$ cat src/rtl/mjpeg_pkg.sv
// Shared constants and types for the MJPEG 8x8 block unfold DMA.
package mjpeg_pkg;

    // Register offsets within the MMAP window (addr[7:0])
    localparam logic [7:0] REG_CTRL   = 8'h00;
    localparam logic [7:0] REG_SRC    = 8'h04;
    localparam logic [7:0] REG_DST    = 8'h08;
    localparam logic [7:0] REG_WIDTH  = 8'h0C;
    localparam logic [7:0] REG_HEIGHT = 8'h10;
    localparam logic [7:0] REG_BLKCNT = 8'h14;

    // CTRL bit positions
    localparam int unsigned CTRL_START = 0;
    localparam int unsigned CTRL_BUSY  = 1;
    localparam int unsigned CTRL_DONE  = 2;

    // Block geometry: 8x8 bytes, stored as 16 words
    localparam int unsigned BLK_DIM   = 8;
    localparam int unsigned BLK_WORDS = 16;

    typedef enum logic [2:0] {
        S_IDLE,
        S_RD0,
        S_RD1,
        S_WR0,
        S_WR1,
        S_NEXT,
        S_FIN
    } dma_state_t;

endpackage

$ cat src/rtl/mjpeg_dma_regs.sv
// CPU-slave register file: CTRL/SRC/DST/WIDTH/HEIGHT/BLKCNT, start/done logic, parameter latch.
module mjpeg_dma_regs
    import mjpeg_pkg::*;
#(
    parameter logic [31:0] MMAP_BASE = 32'h4000_0000,
    parameter int unsigned DIM_W     = 16,
    parameter logic [31:0] SRC_RST   = 32'h0001_0000,
    parameter logic [31:0] DST_RST   = 32'h0002_0000
) (
    input  logic             clk,
    input  logic             rst,
    input  logic             en,
    input  logic             valid,
    input  logic [31:0]      addr,
    input  logic [3:0]       wstrb,
    input  logic [31:0]      wdata,
    output logic             ready,
    output logic [31:0]      rdata,
    input  logic [DIM_W-1:0] blkcnt,
    input  logic             fin,
    output logic             start,
    output logic             busy,
    output logic [31:0]      p_src,
    output logic [31:0]      p_dst,
    output logic [DIM_W-1:0] p_w,
    output logic [DIM_W-1:0] p_h
);

    logic             done;
    logic [31:0]      src;
    logic [31:0]      dst;
    logic [DIM_W-1:0] width;
    logic [DIM_W-1:0] height;

    logic             req;
    logic             wr;
    logic [7:0]       off;
    logic             ctrl_wr;
    logic             start_acc;
    logic             too_small;
    logic [31:0]      rd_val;
    logic             unused_addr;

    // Bus decode; offsets alias across addr[15:8] inside the window
    assign off         = addr[7:0];
    assign req         = valid & en & ~ready & (addr[31:16] == MMAP_BASE[31:16]);
    assign wr          = req & (wstrb != 4'b0000);
    assign ctrl_wr     = wr & (off == REG_CTRL);
    assign start_acc   = ctrl_wr & wdata[CTRL_START] & ~busy;
    assign too_small   = (width[DIM_W-1:3] == '0) | (height[DIM_W-1:3] == '0);
    assign unused_addr = ^addr[15:8];

    // Read mux; unmapped offsets return zero
    always_comb begin
        rd_val = '0;
        case (off)
            REG_CTRL: begin
                rd_val[CTRL_BUSY] = busy;
                rd_val[CTRL_DONE] = done;
            end
            REG_SRC:    rd_val = src;
            REG_DST:    rd_val = dst;
            REG_WIDTH:  rd_val = 32'(width);
            REG_HEIGHT: rd_val = 32'(height);
            REG_BLKCNT: rd_val = 32'(blkcnt);
            default:    rd_val = '0;
        endcase
    end

    // Register file, handshake, start/done/busy and parameter latch
    always_ff @(posedge clk) begin
        if (rst) begin
            ready  <= 1'b0;
            rdata  <= '0;
            start  <= 1'b0;
            busy   <= 1'b0;
            done   <= 1'b0;
            src    <= SRC_RST;
            dst    <= DST_RST;
            width  <= '0;
            height <= '0;
            p_src  <= SRC_RST;
            p_dst  <= DST_RST;
            p_w    <= '0;
            p_h    <= '0;
        end else begin
            ready <= req;
            rdata <= (req && !wr) ? rd_val : '0;
            start <= 1'b0;
            if (wr && !busy) begin
                case (off)
                    REG_SRC:    src    <= {wdata[31:2], 2'b00};
                    REG_DST:    dst    <= {wdata[31:2], 2'b00};
                    REG_WIDTH:  width  <= {wdata[DIM_W-1:3], 3'b000};
                    REG_HEIGHT: height <= {wdata[DIM_W-1:3], 3'b000};
                    default: ;
                endcase
            end
            if (ctrl_wr && wdata[CTRL_DONE]) begin
                done <= 1'b0;
            end
            if (start_acc) begin
                if (too_small) begin
                    done <= 1'b1;
                end else begin
                    busy  <= 1'b1;
                    start <= 1'b1;
                    p_src <= src;
                    p_dst <= dst;
                    p_w   <= width;
                    p_h   <= height;
                end
            end
            if (fin) begin
                busy <= 1'b0;
                done <= 1'b1;
            end
        end
    end

endmodule

$ cat src/rtl/mjpeg_unfold_dma.sv
// Raster image to contiguous 8x8 block unfold DMA with a CPU register window.
module mjpeg_unfold_dma
    import mjpeg_pkg::*;
#(
    parameter logic [31:0] MMAP_BASE = 32'h4000_0000,
    parameter int unsigned DIM_W     = 16,
    parameter logic [31:0] SRC_RST   = 32'h0001_0000,
    parameter logic [31:0] DST_RST   = 32'h0002_0000
) (
    input  logic        clk,
    input  logic        rst,
    input  logic        en,
    input  logic        valid,
    input  logic [31:0] addr,
    input  logic [3:0]  wstrb,
    input  logic [31:0] wdata,
    output logic        ready,
    output logic [31:0] rdata,
    output logic        mem_valid,
    output logic        mem_write,
    output logic [31:0] mem_addr,
    output logic [31:0] mem_wdata,
    input  logic        mem_ready,
    input  logic [31:0] mem_rdata
);

    dma_state_t       state;
    logic [2:0]       r;
    logic [DIM_W-1:0] bx;
    logic [DIM_W-1:0] by;
    logic [DIM_W-1:0] blkcnt;
    logic [31:0]      buf0;
    logic [31:0]      buf1;

    logic             start;
    logic             busy;
    logic             fin;
    logic [31:0]      p_src;
    logic [31:0]      p_dst;
    logic [DIM_W-1:0] p_w;
    logic [DIM_W-1:0] p_h;

    logic [31:0]      rd_addr;
    logic [31:0]      wr_addr;
    logic             last_col;
    logic             last_row;
    logic             unused_busy;

    assign fin         = (state == S_FIN);
    assign unused_busy = busy;

    mjpeg_dma_regs #(
        .MMAP_BASE (MMAP_BASE),
        .DIM_W     (DIM_W),
        .SRC_RST   (SRC_RST),
        .DST_RST   (DST_RST)
    ) u_regs (
        .clk    (clk),
        .rst    (rst),
        .en     (en),
        .valid  (valid),
        .addr   (addr),
        .wstrb  (wstrb),
        .wdata  (wdata),
        .ready  (ready),
        .rdata  (rdata),
        .blkcnt (blkcnt),
        .fin    (fin),
        .start  (start),
        .busy   (busy),
        .p_src  (p_src),
        .p_dst  (p_dst),
        .p_w    (p_w),
        .p_h    (p_h)
    );

    // Source row address and destination block-row address; all wrap modulo 2^32
    always_comb begin
        rd_addr  = p_src
                 + (32'(by) * 32'(BLK_DIM) + 32'(r)) * 32'(p_w)
                 + 32'(bx) * 32'(BLK_DIM);
        wr_addr  = p_dst
                 + 32'(blkcnt) * 32'(BLK_WORDS * 4)
                 + 32'(r) * 32'(BLK_DIM);
        last_col = ((bx + DIM_W'(1)) == (p_w >> 3));
        last_row = ((by + DIM_W'(1)) == (p_h >> 3));
    end

    // DMA sequencer; each request is raised from a low mem_valid so a stale ready is never seen
    always_ff @(posedge clk) begin
        if (rst) begin
            state     <= S_IDLE;
            mem_valid <= 1'b0;
            mem_write <= 1'b0;
            mem_addr  <= '0;
            mem_wdata <= '0;
            r         <= '0;
            bx        <= '0;
            by        <= '0;
            blkcnt    <= '0;
            buf0      <= '0;
            buf1      <= '0;
        end else begin
            case (state)
                S_IDLE: begin
                    if (start) begin
                        state  <= S_RD0;
                        r      <= '0;
                        bx     <= '0;
                        by     <= '0;
                        blkcnt <= '0;
                    end
                end
                S_RD0, S_RD1: begin
                    if (!mem_valid) begin
                        mem_valid <= 1'b1;
                        mem_write <= 1'b0;
                        mem_addr  <= (state == S_RD1) ? rd_addr + 32'd4 : rd_addr;
                    end else if (mem_ready) begin
                        mem_valid <= 1'b0;
                        if (state == S_RD0) begin
                            buf0  <= mem_rdata;
                            state <= S_RD1;
                        end else begin
                            buf1  <= mem_rdata;
                            state <= S_WR0;
                        end
                    end
                end
                S_WR0, S_WR1: begin
                    if (!mem_valid) begin
                        mem_valid <= 1'b1;
                        mem_write <= 1'b1;
                        mem_addr  <= (state == S_WR1) ? wr_addr + 32'd4 : wr_addr;
                        mem_wdata <= (state == S_WR1) ? buf1 : buf0;
                    end else if (mem_ready) begin
                        mem_valid <= 1'b0;
                        mem_write <= 1'b0;
                        state     <= (state == S_WR0) ? S_WR1 : S_NEXT;
                    end
                end
                S_NEXT: begin
                    state <= S_RD0;
                    if (r == 3'd7) begin
                        r      <= '0;
                        blkcnt <= blkcnt + DIM_W'(1);
                        if (last_col) begin
                            bx <= '0;
                            if (last_row) begin
                                state <= S_FIN;
                            end else begin
                                by <= by + DIM_W'(1);
                            end
                        end else begin
                            bx <= bx + DIM_W'(1);
                        end
                    end else begin
                        r <= r + 3'd1;
                    end
                end
                S_FIN: begin
                    state <= S_IDLE;
                end
                default: begin
                    state <= S_IDLE;
                end
            endcase
        end
    end

endmodule
$ cat config.mk
export PLATFORM = sky130hd
export DESIGN_NAME = mjpeg_unfold_dma
export DESIGN_NICKNAME = d
export VERILOG_FILES = /design/src/rtl/mjpeg_pkg.sv /design/src/rtl/mjpeg_dma_regs.sv /design/src/rtl/mjpeg_unfold_dma.sv
export SDC_FILE = /design/constraint.sdc
export NUM_CORES = 2
export LEC_CHECK = 0
export BUFFER_PORTS_ARGS = -buffer_cell sky130_fd_sc_hd__buf_2
export CORE_ASPECT_RATIO = 1.5
export CORE_MARGIN = 2
export CORE_UTILIZATION = 45
export CTS_CLUSTER_DIAMETER = 200
export DETAILED_ROUTE_END_ITERATION = 12
export GPL_TIMING_DRIVEN = 0
export HOLD_SLACK_MARGIN = 0.08
export PLACE_DENSITY = 0.64
export REMOVE_ABC_BUFFERS = 1
export SYNTH_ARGS = -nofsm -noshare
export SYNTH_HDL_FRONTEND = slang
export SYNTH_SLANG_ARGS = --single-unit
$ cat constraint.sdc
create_clock -name clk -period 8.7 [get_ports clk]
set_clock_uncertainty 0.05 [all_clocks]
set_input_delay 0 -clock clk [delete_from_list [all_inputs] [get_ports clk]]
set_output_delay 0 -clock clk [all_outputs]
set_load 0.02 [all_outputs]
After elaboration in Yosys (flattened, before gate mapping)
Cells that the tools add are included.
{ "op_classes": {"add_sub_neg": 11, "multipliers": 1, "eq_ne": 26, "n_mux": 43, "bitwise": 16, "reduce_logical": 33} }
{ "ops": {"columns": ["cell", "count"], "rows": [
  ["two-way mux 32 bit", 5],
  ["case mux 29 bit (5 select lines)", 1],
  ["two-way mux 16 bit", 7],
  ["case mux 16 bit (2 select lines)", 3],
  ["adder 32 x 3 -> 32 bit, second input constant", 2],
  ["case mux 32 bit (2 select lines)", 1],
  ["adder 16 x 1 -> 16 bit, second input constant", 3],
  ["adder 32 x 19 -> 32 bit", 1],
  ["adder 32 x 22 -> 32 bit", 1],
  ["adder 32 bit", 1],
  ["adder 32 x 6 -> 32 bit", 1],
  ["equality test 16 x 13 -> 1 bit", 2],
  ["two-way mux 3 bit", 10],
  ["multiplier 20 x 13 -> 29 bit", 1],
  ["logical NOT 13 bit", 2],
  ["adder 19 x 3 -> 20 bit", 1],
  ["inequality test 2 bit, second input constant", 9],
  ["equality test 16 x 15 -> 1 bit, second input constant", 1],
  ["equality test 8 x 4 -> 1 bit, second input constant", 2],
  ["equality test 8 x 5 -> 1 bit, second input constant", 2],
  ["AND reduction 2 bit", 7],
  ["equality test 3 bit, second input constant", 4],
  ["two-way mux 1 bit", 12],
  ["case mux 3 bit (4 select lines)", 1],
  ["other kinds (24)", 50]
]} }
{ "totals": {"regBits": 392, "in_bits": 105, "out_inout_bits": 99, "wordCells": 155} }

Longest topological paths before layout
{ "depth": {"ltp_word": 10, "depth_mapped": 37, "depth_no_buf": 34} }

Modules after synthesis
A second synthesis with hierarchy kept.
{ "hier_totals": {"cells_unflattened": 3853, "hier_area_um2": 30945.9} }
{ "modules_own_cells": {"columns": ["module", "n_inst", "cells_per_inst", "area_each_um2", "seq_area_each_um2"], "rows": [
  ["mjpeg_unfold_dma", 1, 2888, 22858.2, 3683.5],
  ["mjpeg_dma_regs", 1, 965, 8087.8, 4164.0]
]} }

Worst setup path before layout
Ideal clock, no wire load.
{ "synth_path": {"path_kind": "register to register", "from": "register by[2]", "to": "register mem_addr[31]", "setup_time_ns": 0.128, "t_arrival_ns": 8.866, "required_ns": 8.522, "setup_slack_ns": -0.345, "path_stages_with_launch": 34, "n_path_buf": 2, "period_less_slack_ns": 9.045, "path_cell_list": "dfxtp_1 -> clkbuf_1 -> clkbuf_1 -> nand2_1 -> fa_1 -> fa_1 -> fa_1 -> inv_1 -> fa_1 -> inv_1 -> fa_1 -> inv_1 -> ha_1 -> a2111oi_0 -> o21ai_0 -> and3_1 -> o21a_1 -> o21ai_0 -> nand2b_1 -> a21oi_1 -> xnor2_1 -> ha_1 -> ha_1 -> and2_1 -> and3_1 -> a221oi_1 -> mux2_2 -> a211oi_1 -> nand4_1 -> or4b_2 -> nor4_2 -> xnor3_1 -> a211oi_2 -> a21oi_1"} }
{ "synth_via": {"elab_chain_len": 8} }
{ "synth_rtl": {"columns": ["item", "line", "rtl"], "rows": [
  ["from (decl)", "mjpeg_unfold_dma.sv:30", "logic [DIM_W-1:0] by;"],
  ["from (signal assigned)", "mjpeg_unfold_dma.sv:152", "by <= by + DIM_W'(1);"],
  ["adder 19 x 3 -> 20 bit *", "mjpeg_unfold_dma.sv:80", "+ (32'(by) * 32'(BLK_DIM) + 32'(r)) * 32'(p_w)"],
  ["multiplier 20 x 13 -> 29 bit *", "mjpeg_unfold_dma.sv:80", null],
  ["adder 32 bit *", "mjpeg_unfold_dma.sv:80", null],
  ["adder 32 x 19 -> 32 bit *", "mjpeg_unfold_dma.sv:81", "+ 32'(bx) * 32'(BLK_DIM);"],
  ["adder 32 x 3 -> 32 bit", "mjpeg_unfold_dma.sv:118", "mem_addr <= (state == S_RD1) ? rd_addr + 32'd4 : rd_addr;"],
  ["two-way mux 32 bit *", "mjpeg_unfold_dma.sv:118", null],
  ["two-way mux 32 bit *", "mjpeg_unfold_dma.sv:115", "if (!mem_valid) begin"],
  ["case mux 32 bit (2 select lines) *", "mjpeg_unfold_dma.sv:104", "case (state)"],
  ["to (signal assigned)", "mjpeg_unfold_dma.sv:118", null],
  ["to (signal assigned)", "mjpeg_unfold_dma.sv:134", "mem_addr <= (state == S_WR1) ? wr_addr + 32'd4 : wr_addr;"],
  ["to (decl)", "mjpeg_unfold_dma.sv:21", "output logic [31:0] mem_addr,"]
]} }
Mark *: on every way between the ends. The rest lies on a longest branch, timed or not. The select of a mux whose other input is x is not followed.
A chain may end at the register's enable or synchronous reset.

Final worst setup path
{ "layout_path": {"from": "register u_regs.p_w[6]", "to": "register mem_addr[31]"} }
{ "layout_via": {"elab_chain_len": 7} }
{ "layout_rtl": {"columns": ["item", "line", "rtl"], "rows": [
  ["from (decl)", "mjpeg_dma_regs.sv:25", "output logic [DIM_W-1:0] p_w,"],
  ["from (signal assigned)", "mjpeg_dma_regs.sv:110", "p_w <= width;"],
  ["multiplier 20 x 13 -> 29 bit *", "mjpeg_unfold_dma.sv:80", null],
  ["adder 32 bit *", "mjpeg_unfold_dma.sv:80", null],
  ["adder 32 x 19 -> 32 bit *", "mjpeg_unfold_dma.sv:81", null],
  ["adder 32 x 3 -> 32 bit", "mjpeg_unfold_dma.sv:118", null],
  ["two-way mux 32 bit *", "mjpeg_unfold_dma.sv:118", null],
  ["two-way mux 32 bit *", "mjpeg_unfold_dma.sv:115", null],
  ["case mux 32 bit (2 select lines) *", "mjpeg_unfold_dma.sv:104", null]
]} }
Marks and branches as above.

==> metrics.txt <==
number of global-route vias before repair 25700; slew margin rel. 0.263; Die Wd 210 µm; First-pass DRT Iterations 8; HPWL Detailed 63.4 mm; Final Non-Filler Cells 4665; status completed; Slowest cell on crit path or4b_4; max-slew violations 0; Routed Antenna Nets 0; Leak 0.0140 µW; register area share after synthesis 0.273; Synth cell types 96; Crit Reg-Reg Startpoint u_regs.p_w[6]; most numerous cell in the Yosys netlist nand2_1; top cells by count, synth 740 x nand2_1, 390 x dfxtp_1, 371 x a21oi_1; cell area after synthesis 28600 µm²; final core occ 0.538; post-synth top area cell dfxtp_1; WHS Endpoint u_regs.rdata[1]; worst-path fanout max 6; Finished Cell Area 33900 µm²; hold slack 0.0495 ns; Yosys top cell area share 0.273; largest net degree at the start of global routing 146; Final Hold Fails 0; CTS HTree Levels 2; Syn Area/Cell 7.92 µm²; VDD IR max 0.000178 V; clock slew at reported path FFs 0.07 ns; grt ovf 0; post-DR wirelength/cell 18.8 µm; crit-path max cell delay 0.56 ns; Tmin final 8.44 ns; IO Pins 204; Vias 25900; Synth Area in Compound Gates 0.164; FFs w/ async S/R, synth 0; die height 313 µm; critical hold path startpoint addr[4]; Skew-Pair Late Insertion Delay 0.56 ns; Tcrit/Tclk final 0.970; initial antenna violation count 1; Max Buffers Root-to-Sink 3; Area contributors post-synth dfxtp_1 27%, fa_1 14%, nand2_1 9.7%; FF-to-FF End mem_addr[31]; via/cell ratio 5.55; final setup margin 0.259 ns; I/O Buffers 192; pre-CTS WS -1.69 ns; Worst R2R Setup Slack 0.26 ns; placed insts 4426; WP data arrival 8.81 ns; Setup Viol. Count Final 0; DR iter-0 viols 1670; RSZ-0062 raised after global routing true; cell depth of the worst flop-to-flop path 32; CP endpoint kind register; die area 65600 µm²; Worst EP required 9.07 ns; Initial Util 0.453; Crit. Startpoint u_regs.p_w[6]; layout cells sized above 1 0.146; CTS buffer count 37; TritonCTS clock tree yes; Placer Congestion 0.896; Max Cap Viol 0; Pwr per Cell Area 106 nW/µm²; category of the most critical setup path register to register; CP delay by family, top adder cells; Slew @ Worst Pin 1.10 ns; Critical path buffers and inverters 4; Worst setup SP type register; core area 63100 µm²; Post-Route WL 87.8 mm; Post-synth EDFFs 0; hold depth 5; first-pass GRT wire length 138 mm; Sink Count 390; HP Class input pin to register; Max Freq 118 MHz; area delta synth->final 18.7%; flops & latches, synth 390; Rows 113; fin nets 4267; area share of fa/ha/maj cells after synthesis 0.198; Placed Area 30200 µm²; ys flop type dfxtp_1; Synth Area in XOR/XNOR 0.0504; clk root buf clkbuf_16; Residual DRC 0; Synth Area in Simple Gates 0.222; synth warn 0; CP dominant cell by count fa_1; mux cell area share after synthesis 0.0180; combinational family with the most area after synthesis simple AND/OR/NAND/NOR gates; Synth Instances 3611; GRT Overall Usage 0.263
## what timing repair did
action,CTS,global route
hold buffers,94,0
setup buffers,35,40
gates cloned,0,0
endpoints found under the hold margin,236,0
resized for setup,89,122
pin swaps,17,75
endpoints found under the setup margin,13,10
## final cells by class
cell class | count | area [µm²]
Fill cell | 5911 | 29100
Multi-Input combinational cell | 2676 | 19500
Sequential cell | 390 | 7900
Timing Repair Buffer | 397 | 3070
Inverter | 329 | 1230
Clock buffer | 54 | 1090
Tap cell | 805 | 1010
Clock inverter | 13 | 183
Antenna cell | 1 | 2.50
## per-stage QoR
step           total power (µW)  TNS [ns]
2_1_floorplan              1830    -19.04
4_1_cts                    3630         0
5_1_grt                    3690   -0.0673
3_3_place_gp               1890   -326.62
6_report                   3600         0
3_5_place_dp               1890    -10.51
## cell usage in the layout (no fill, tap or decap), types with 11 or more instances in the layout
cell type and n:
inv_1 317, dfxtp_1 360, a211o_1 11, dlygate4sd3_1 94
o21ai_0 74, and4_1 13, mux2_2 11, dfxtp_4 23
buf_2 192, nand4_1 35, buf_4 65, ha_4 21
o21a_1 20, nor2b_1 16, xor2_1 69, buf_6 27
and2_1 123, a22oi_1 28, nand3_1 63, a21o_1 35
nor4_1 19, a21oi_1 357, ha_1 101, o211ai_1 30
and3_1 25, nand2_1 737, inv_2 11, a211oi_1 55
nor3_1 36, fa_1 200, nand3b_1 16, a222oi_1 13
nor2_1 171, or3_1 25, a21oi_2 11, xnor2_1 87
clkbuf_16 39, mux2i_1 38
## where the power goes
group	total (µW)	switching, µW	internal (µW)	leakage [µW]
registers	1780	0.0000182	1780	0.00316
logic	98.0	53.7	44.3	0.0102
clock network	1730	729	997	0.000612
## worst max path at each step
stage	slack, ns	endpoint	depth (start not counted)
2_1_floorplan	-0.68	mem_addr[31]	6
3_3_place_gp	-7.23	mem_addr[31]	6
3_5_place_dp	-1.69	mem_addr[31]	31
4_1_cts	0.003	mem_addr[31]	32
5_1_grt	-0.07	mem_addr[31]	31
6_report	0.26	mem_addr[31]	32
## layer usage
metal  part of all wire  global-route usage
met3              0.043              0.0295
met1               0.38               0.293
met4              0.055               0.134
met5                  0                   0
met2               0.52               0.491
## state kept, by name (all words and copies together) (netlist names), 16 cells and up
register      flops
buf0             32
buf1             32
mem_wdata        32
u_regs.rdata     32
mem_addr         30
u_regs.dst       30
u_regs.p_dst     30
u_regs.p_src     30
u_regs.src       30
blkcnt           16
bx               16
by               16
## cell families (layout without fill, tap and decap cells)
kind of cell,count (synthesis),count (layout)
simple gates,1375,1375
compound gates,755,755
buf+inv,546,793
flops,390,390
fa+ha+maj,331,331
xor+xnor,163,163
mux,50,50
other cells,1,3
## worst register-to-register path: cells and delay by family (launching register included)
family          cells  cell delay (ns)
fa+ha+maj           8             3.12
flops               1             0.38
compound gates     11             2.27
buf+inv             4             0.23
simple gates        6             1.44
xor+xnor            2             0.44
mux                 1             0.34
Note: power is estimated with default switching activity, not from simulation.
